--- src/rtl/mem_port_arbiter.sv ---
// Shared program/data memory port arbiter: one access at a time, fixed read latency,
// data-over-fetch priority with a bounded number of consecutive data wins while fetch waits.
module mem_port_arbiter #(
  parameter int ADDR_W     = 13,
  parameter int DATA_W     = 16,
  parameter int MEM_LAT    = 2,
  parameter int STARVE_MAX = 4
) (
  input  logic              clk,
  input  logic              reset,
  input  logic              if_req,
  input  logic [ADDR_W-1:0] if_addr,
  output logic              if_gnt,
  output logic              if_rvalid,
  output logic [DATA_W-1:0] if_rdata,
  input  logic              dm_req,
  input  logic              dm_we,
  input  logic [ADDR_W-1:0] dm_addr,
  input  logic [DATA_W-1:0] dm_wdata,
  output logic              dm_gnt,
  output logic              dm_rvalid,
  output logic [DATA_W-1:0] dm_rdata,
  output logic [ADDR_W-1:0] mem_addr,
  output logic              mem_rd,
  output logic              mem_wr,
  output logic [DATA_W-1:0] mem_wdata,
  input  logic [DATA_W-1:0] mem_rdata,
  output logic              busy
);

  localparam int CNT_W = (MEM_LAT > 1) ? $clog2(MEM_LAT) : 1;
  localparam int SC_W  = $clog2(STARVE_MAX + 1);

  typedef enum logic [1:0] {S_IDLE, S_ISSUE, S_WAIT, S_RESP} state_t;

  state_t            r_state;
  logic              r_owner_dm;
  logic              r_owner_we;
  logic [CNT_W-1:0]  r_wait_cnt;
  logic [SC_W-1:0]   r_starve_cnt;

  logic              w_arb;
  logic              w_starved;
  logic              w_grant_if;
  logic              w_grant_dm;
  logic [SC_W-1:0]   w_starve_nxt;

  // Arbitration is only meaningful in IDLE and RESP; elsewhere requests are ignored.
  always_comb begin
    w_arb        = (r_state == S_IDLE) || (r_state == S_RESP);
    w_starved    = (r_starve_cnt == SC_W'(STARVE_MAX));
    w_grant_if   = w_arb && if_req && (!dm_req || w_starved);
    w_grant_dm   = w_arb && dm_req && !w_grant_if;
    w_starve_nxt = r_starve_cnt;
    if (w_arb) begin
      if (w_grant_if || !if_req)
        w_starve_nxt = '0;
      else if (w_grant_dm && !w_starved)
        w_starve_nxt = r_starve_cnt + SC_W'(1);
    end
  end

  // NOTE: all state here uses non-blocking assignments so every register samples pre-edge values.
  always_ff @(posedge clk or negedge reset) begin
    if (!reset) begin
      r_state      <= S_IDLE;
      r_owner_dm   <= 1'b0;
      r_owner_we   <= 1'b0;
      r_wait_cnt   <= '0;
      r_starve_cnt <= '0;
      if_gnt       <= 1'b0;
      if_rvalid    <= 1'b0;
      if_rdata     <= '0;
      dm_gnt       <= 1'b0;
      dm_rvalid    <= 1'b0;
      dm_rdata     <= '0;
      mem_addr     <= '0;
      mem_rd       <= 1'b0;
      mem_wr       <= 1'b0;
      mem_wdata    <= '0;
      busy         <= 1'b0;
    end else begin
      // Strobes default low so each one is a single-cycle pulse.
      if_gnt       <= 1'b0;
      dm_gnt       <= 1'b0;
      mem_rd       <= 1'b0;
      mem_wr       <= 1'b0;
      if_rvalid    <= 1'b0;
      dm_rvalid    <= 1'b0;
      r_starve_cnt <= w_starve_nxt;

      case (r_state)
        S_IDLE, S_RESP: begin
          if (w_grant_dm) begin
            r_state    <= S_ISSUE;
            busy       <= 1'b1;
            r_owner_dm <= 1'b1;
            r_owner_we <= dm_we;
            mem_addr   <= dm_addr;
            mem_wdata  <= dm_wdata;
            dm_gnt     <= 1'b1;
            mem_rd     <= !dm_we;
            mem_wr     <= dm_we;
          end else if (w_grant_if) begin
            r_state    <= S_ISSUE;
            busy       <= 1'b1;
            r_owner_dm <= 1'b0;
            r_owner_we <= 1'b0;
            mem_addr   <= if_addr;
            if_gnt     <= 1'b1;
            mem_rd     <= 1'b1;
          end else begin
            r_state <= S_IDLE;
            busy    <= 1'b0;
          end
        end

        S_ISSUE: begin
          r_state    <= S_WAIT;
          r_wait_cnt <= CNT_W'(MEM_LAT - 1);
        end

        S_WAIT: begin
          if (r_wait_cnt == '0) begin
            r_state <= S_RESP;
            if (r_owner_dm) begin
              dm_rvalid <= 1'b1;
              if (!r_owner_we)
                dm_rdata <= mem_rdata;
            end else begin
              if_rvalid <= 1'b1;
              if_rdata  <= mem_rdata;
            end
          end else begin
            r_wait_cnt <= r_wait_cnt - CNT_W'(1);
          end
        end

        default: r_state <= S_IDLE;
      endcase
    end
  end

endmodule

--- config.mk ---
export PLATFORM = sky130hd
export DESIGN_NAME = mem_port_arbiter
export DESIGN_NICKNAME = d
export VERILOG_FILES = /design/src/rtl/mem_port_arbiter.sv
export SDC_FILE = /design/constraint.sdc
export NUM_CORES = 1
export LEC_CHECK = 0
export CORE_MARGIN = 5
export CORE_UTILIZATION = 43
export DETAILED_ROUTE_END_ITERATION = 8
export PLACE_DENSITY = 0.79
export RECOVER_POWER = 50
export SYNTH_ARGS = -nofsm -noshare
export SYNTH_HDL_FRONTEND = slang
export SYNTH_SLANG_ARGS = --single-unit
--- constraint.sdc ---
create_clock -name clk -period 2 [get_ports clk]
set_clock_uncertainty 0.05 [all_clocks]
set_input_delay 0.4 -clock clk [delete_from_list [all_inputs] [get_ports clk]]
set_output_delay 0.4 -clock clk [all_outputs]
set_load 0.1 [all_outputs]
==> results by group <==
Die
  • Die H: 96.44 µm
  • Die Span X: a little under 100 µm
  • Total number of placement rows: 31
  • Core outline area: between 7000 and 8000 µm²
  • Die Area: 9301 µm²
  • Effective utilization at floorplan: 44.30%
  • Count of boundary I/O pins: approximately 130

Synthesis
  • Number of distinct standard cells referenced by the synthesized netlist: 29
  • Netlist area before placement: 3213 µm²
  • Number of warnings reported in the yosys synthesis log: 0
  • Register bit count reported by yosys: 76
  • Top post-synthesis cells by area: sky130_fd_sc_hd__dfrtp_1 59%, sky130_fd_sc_hd__mux2_4 12%, sky130_fd_sc_hd__mux2_2 7.7%
  • Syn avg cell area: 13.85 µm²
  • Net count of the mapped netlist: 298
  • Adder and majority cell fraction of the synthesized area: 1.168%
  • Dominant combinational cell family by area after synthesis: multiplexers
  • EDFF count, synth: 0
  • Largest area contributor in the synthesized netlist: sky130_fd_sc_hd__dfrtp_1
  • Synthesized instance count: about 230
  • Sequential element share of the synthesized area: 59.19%
  • Area share of the largest cell type after synthesis: 59.19%
  • Area fraction in and, or, nand and nor cells after synthesis: 5.062%
  • Most frequent cell after synthesis: sky130_fd_sc_hd__dfrtp_1
  • Area fraction in compound gates after synthesis: 8.723%
  • Share of synthesized area spent on multiplexers: just under 20%
  • Post-synthesis share of cell area spent on xor and xnor gates: 0%
  • Most common library cells after synthesis: 76 x sky130_fd_sc_hd__dfrtp_1, 27 x sky130_fd_sc_hd__o211ai_1, 26 x sky130_fd_sc_hd__mux2_4, 22 x sky130_fd_sc_hd__mux2_2, 21 x sky130_fd_sc_hd__nand2_1
  • Share of flip-flops with an asynchronous set or reset: 100.0%
  • Most used flip-flop cell after synthesis: sky130_fd_sc_hd__dfrtp_1

Clock tree
  • TritonCTS clock tree: yes
  • H-tree levels: 3
  • Maximum clock path buffer count: 2
  • TritonCTS Sinks: 76
  • CTS clock-pin slew for the worst setup and hold paths: 70 ps
  • Inserted Clock Buffers: 9
  • Clock root cell: sky130_fd_sc_hd__clkbuf_8
  • Latest clock arrival within the worst-skew pair: 340 ps

Timing
  • Setup slack after layout: 193.2 ps
  • Headroom to the max-slew limit: 44.23%
  • Finish-stage setup viols: 0
  • Final max-slew violation count: 0
  • Clock period minus worst slack: roughly 1800 ps
  • Fmax achieved: 553.5 MHz
  • Worst slack on hold paths: 451.6 ps
  • Period utilization: 90.34%
  • Fin. Hold Viols: 0
  • Unrepaired setup endpoints after global routing: no
  • Least-Margin Pin Slew: between 800 and 900 ps
  • Sum Neg Setup Slack: 0 ps

Placed design
  • Gp weighted congestion: 0.7765
  • Half-perimeter wire length of the detailed placement result: 5675 µm
  • Total of buffers placed on input and output ports: 130
  • Post-placement setup slack: -23.06 ps

Worst setup path
  • Maximum fanout along the worst path: 20
  • Arrival time at the worst endpoint: 1980 ps
  • Reg2reg setup slack: just under 200 ps
  • Critical-path top delay cell: sky130_fd_sc_hd__dfrtp_1
  • Type of element capturing the critical path: flop
  • Crit. Startpoint: r_starve_cnt[0]
  • Capturing point of the worst reg2reg path: mem_wdata[6]
  • Crit-path cells: inv_1 > ha_1 > and3_4 > or2_1 > inv_6 > mux2_4
  • End of the critical path: mem_wdata[6]
  • Category of the worst setup path launch point: flop
  • Kind of critical path: flop to flop
  • R2R Path Start: r_starve_cnt[0]
  • Worst endpoint required time: 2170 ps
  • Number of gates on the worst path with buffers counted: 6
  • CP delay by family, top: simple AND/OR/NAND/NOR gates
  • Worst reg-to-reg path cell count: 6
  • Slowest Stage Delay on Critical Path: 360 ps
  • Total buffers and inverters traversed by the critical path: 2

Detailed routing
  • Average routed wire per standard cell: 15.82 µm
  • Overall via count from detail_route: 2278
  • Violation count after the first detailed-route iteration: 39
  • Final ANT Viol Nets: 0
  • Pre-antenna DRT Iters: 4
  • Via count normalized by instance count: 4.776
  • Post-Route WL: 7547 µm
  • DR DRC count: 0

Job
  • Maxcap violations: 0

GRT
  • Number of antenna violations at the first check in global routing: 0
  • Wire length of the first global-routing pass: roughly 11000 µm
  • Total global routing track utilization: 16.16%
  • Total gr overflow: 0
  • Maximum number of pins on one net before global-route repair: 36
  • Via count of the first global-routing pass: 2425

Final layout
  • Fraction of final layout cells with drive strength greater than 1: between 30% and 40%
  • Final net count: 440
  • End-of-flow core utilization: around 63%
  • Area taken by flip-flops and latches: 1902 µm²
  • Area added between synthesis and finish: 42.60%
  • Inserted Diodes: 0
  • Number of inserted filler cells in the final layout: 593
  • Area of the multi-input gates: 1121 µm²

Min path
  • HP Class: flop to flop

Status
  • Outcome: finished, final reports clean
[state kept, by name (all words and copies together) (netlist names), 2 cells and up]
| name | flops |
|---|---|
| mem_addr | 13 |
| r_state | 2 |
| dm_rdata | 16 |
| mem_wdata | 16 |
| if_rdata | 16 |
| r_starve_cnt | 3 |
[stage by stage]
stage / area [µm²] / std cells
6_report: 4582 / 477
5_1_grt: 4582 / 477
4_1_cts: 4674 / 477
3_5_place_dp: 4474 / 461
3_3_place_gp: 4474 / 461
2_1_floorplan: 3213 / 232
[cell type report]
type,count,share of cell area (%)
Inverter,19,1.666
Clock buffer,10,3.004
Multi-Input combinational cell,124,24.47
Sequential cell,76,41.51
Timing Repair Buffer,144,25.51
Tap cell,99,2.703
Clock inverter,5,1.147
[cells by family after synthesis]
kind of cell,after synthesis
buf+inv,32
compound gates,40
mux,48
simple gates,33
flops,76
fa+ha+maj,3
[worst min-delay path by stage]
stage                       startpoint      endpoint  slack (ps)  depth (start not counted)
after floorplan                  reset          busy          50                          0
after global placement           reset   dm_rdata[7]         330                          1
after detailed placement         reset   dm_rdata[7]         330                          1
after CTS                         busy          busy         450                          1
after global routing      dm_rdata[14]  dm_rdata[14]         480                          1
final                             busy          busy         450                          1
[cells in the final DEF, fill, tap and decap left out, types with 2 or more instances in the layout]
| cell type | n |
|---|---|
| sky130_fd_sc_hd__dfrtp_1 | 76 |
| sky130_fd_sc_hd__ha_1 | 3 |
| sky130_fd_sc_hd__mux2_2 | 22 |
| sky130_fd_sc_hd__a21oi_1 | 3 |
| sky130_fd_sc_hd__mux2_4 | 26 |
| sky130_fd_sc_hd__clkbuf_8 | 10 |
| sky130_fd_sc_hd__nor2_1 | 3 |
| sky130_fd_sc_hd__clkdlybuf4s50_1 | 61 |
| sky130_fd_sc_hd__buf_4 | 48 |
| sky130_fd_sc_hd__and3b_1 | 2 |
| sky130_fd_sc_hd__clkinv_2 | 3 |
| sky130_fd_sc_hd__o211ai_1 | 27 |
| sky130_fd_sc_hd__inv_1 | 18 |
| sky130_fd_sc_hd__nand2_1 | 21 |
| sky130_fd_sc_hd__o21ai_0 | 4 |
| sky130_fd_sc_hd__clkbuf_2 | 32 |
[metal layers]
layer / vias to the layer above / global-route usage, % / part of all wire, %
met5: - / 0 / 0
met4: 0 / 6.542 / 1.6
met3: 12 / 4.725 / 9.5
met2: 96 / 27.13 / 47
met1: 1087 / 19.52 / 42
li1: 1083 / - / -
[timing repair]
item | in CTS | in global routing
endpoints found under the hold margin | 32 | 0
hold buffers | 1 | 0
setup buffers | 0 | 0
endpoints found under the setup margin | 0 | 0
resized for setup | 0 | 0
Power is not shown: default switching activity piles up to over one toggle a cycle in this logic, so the estimate is an artifact.
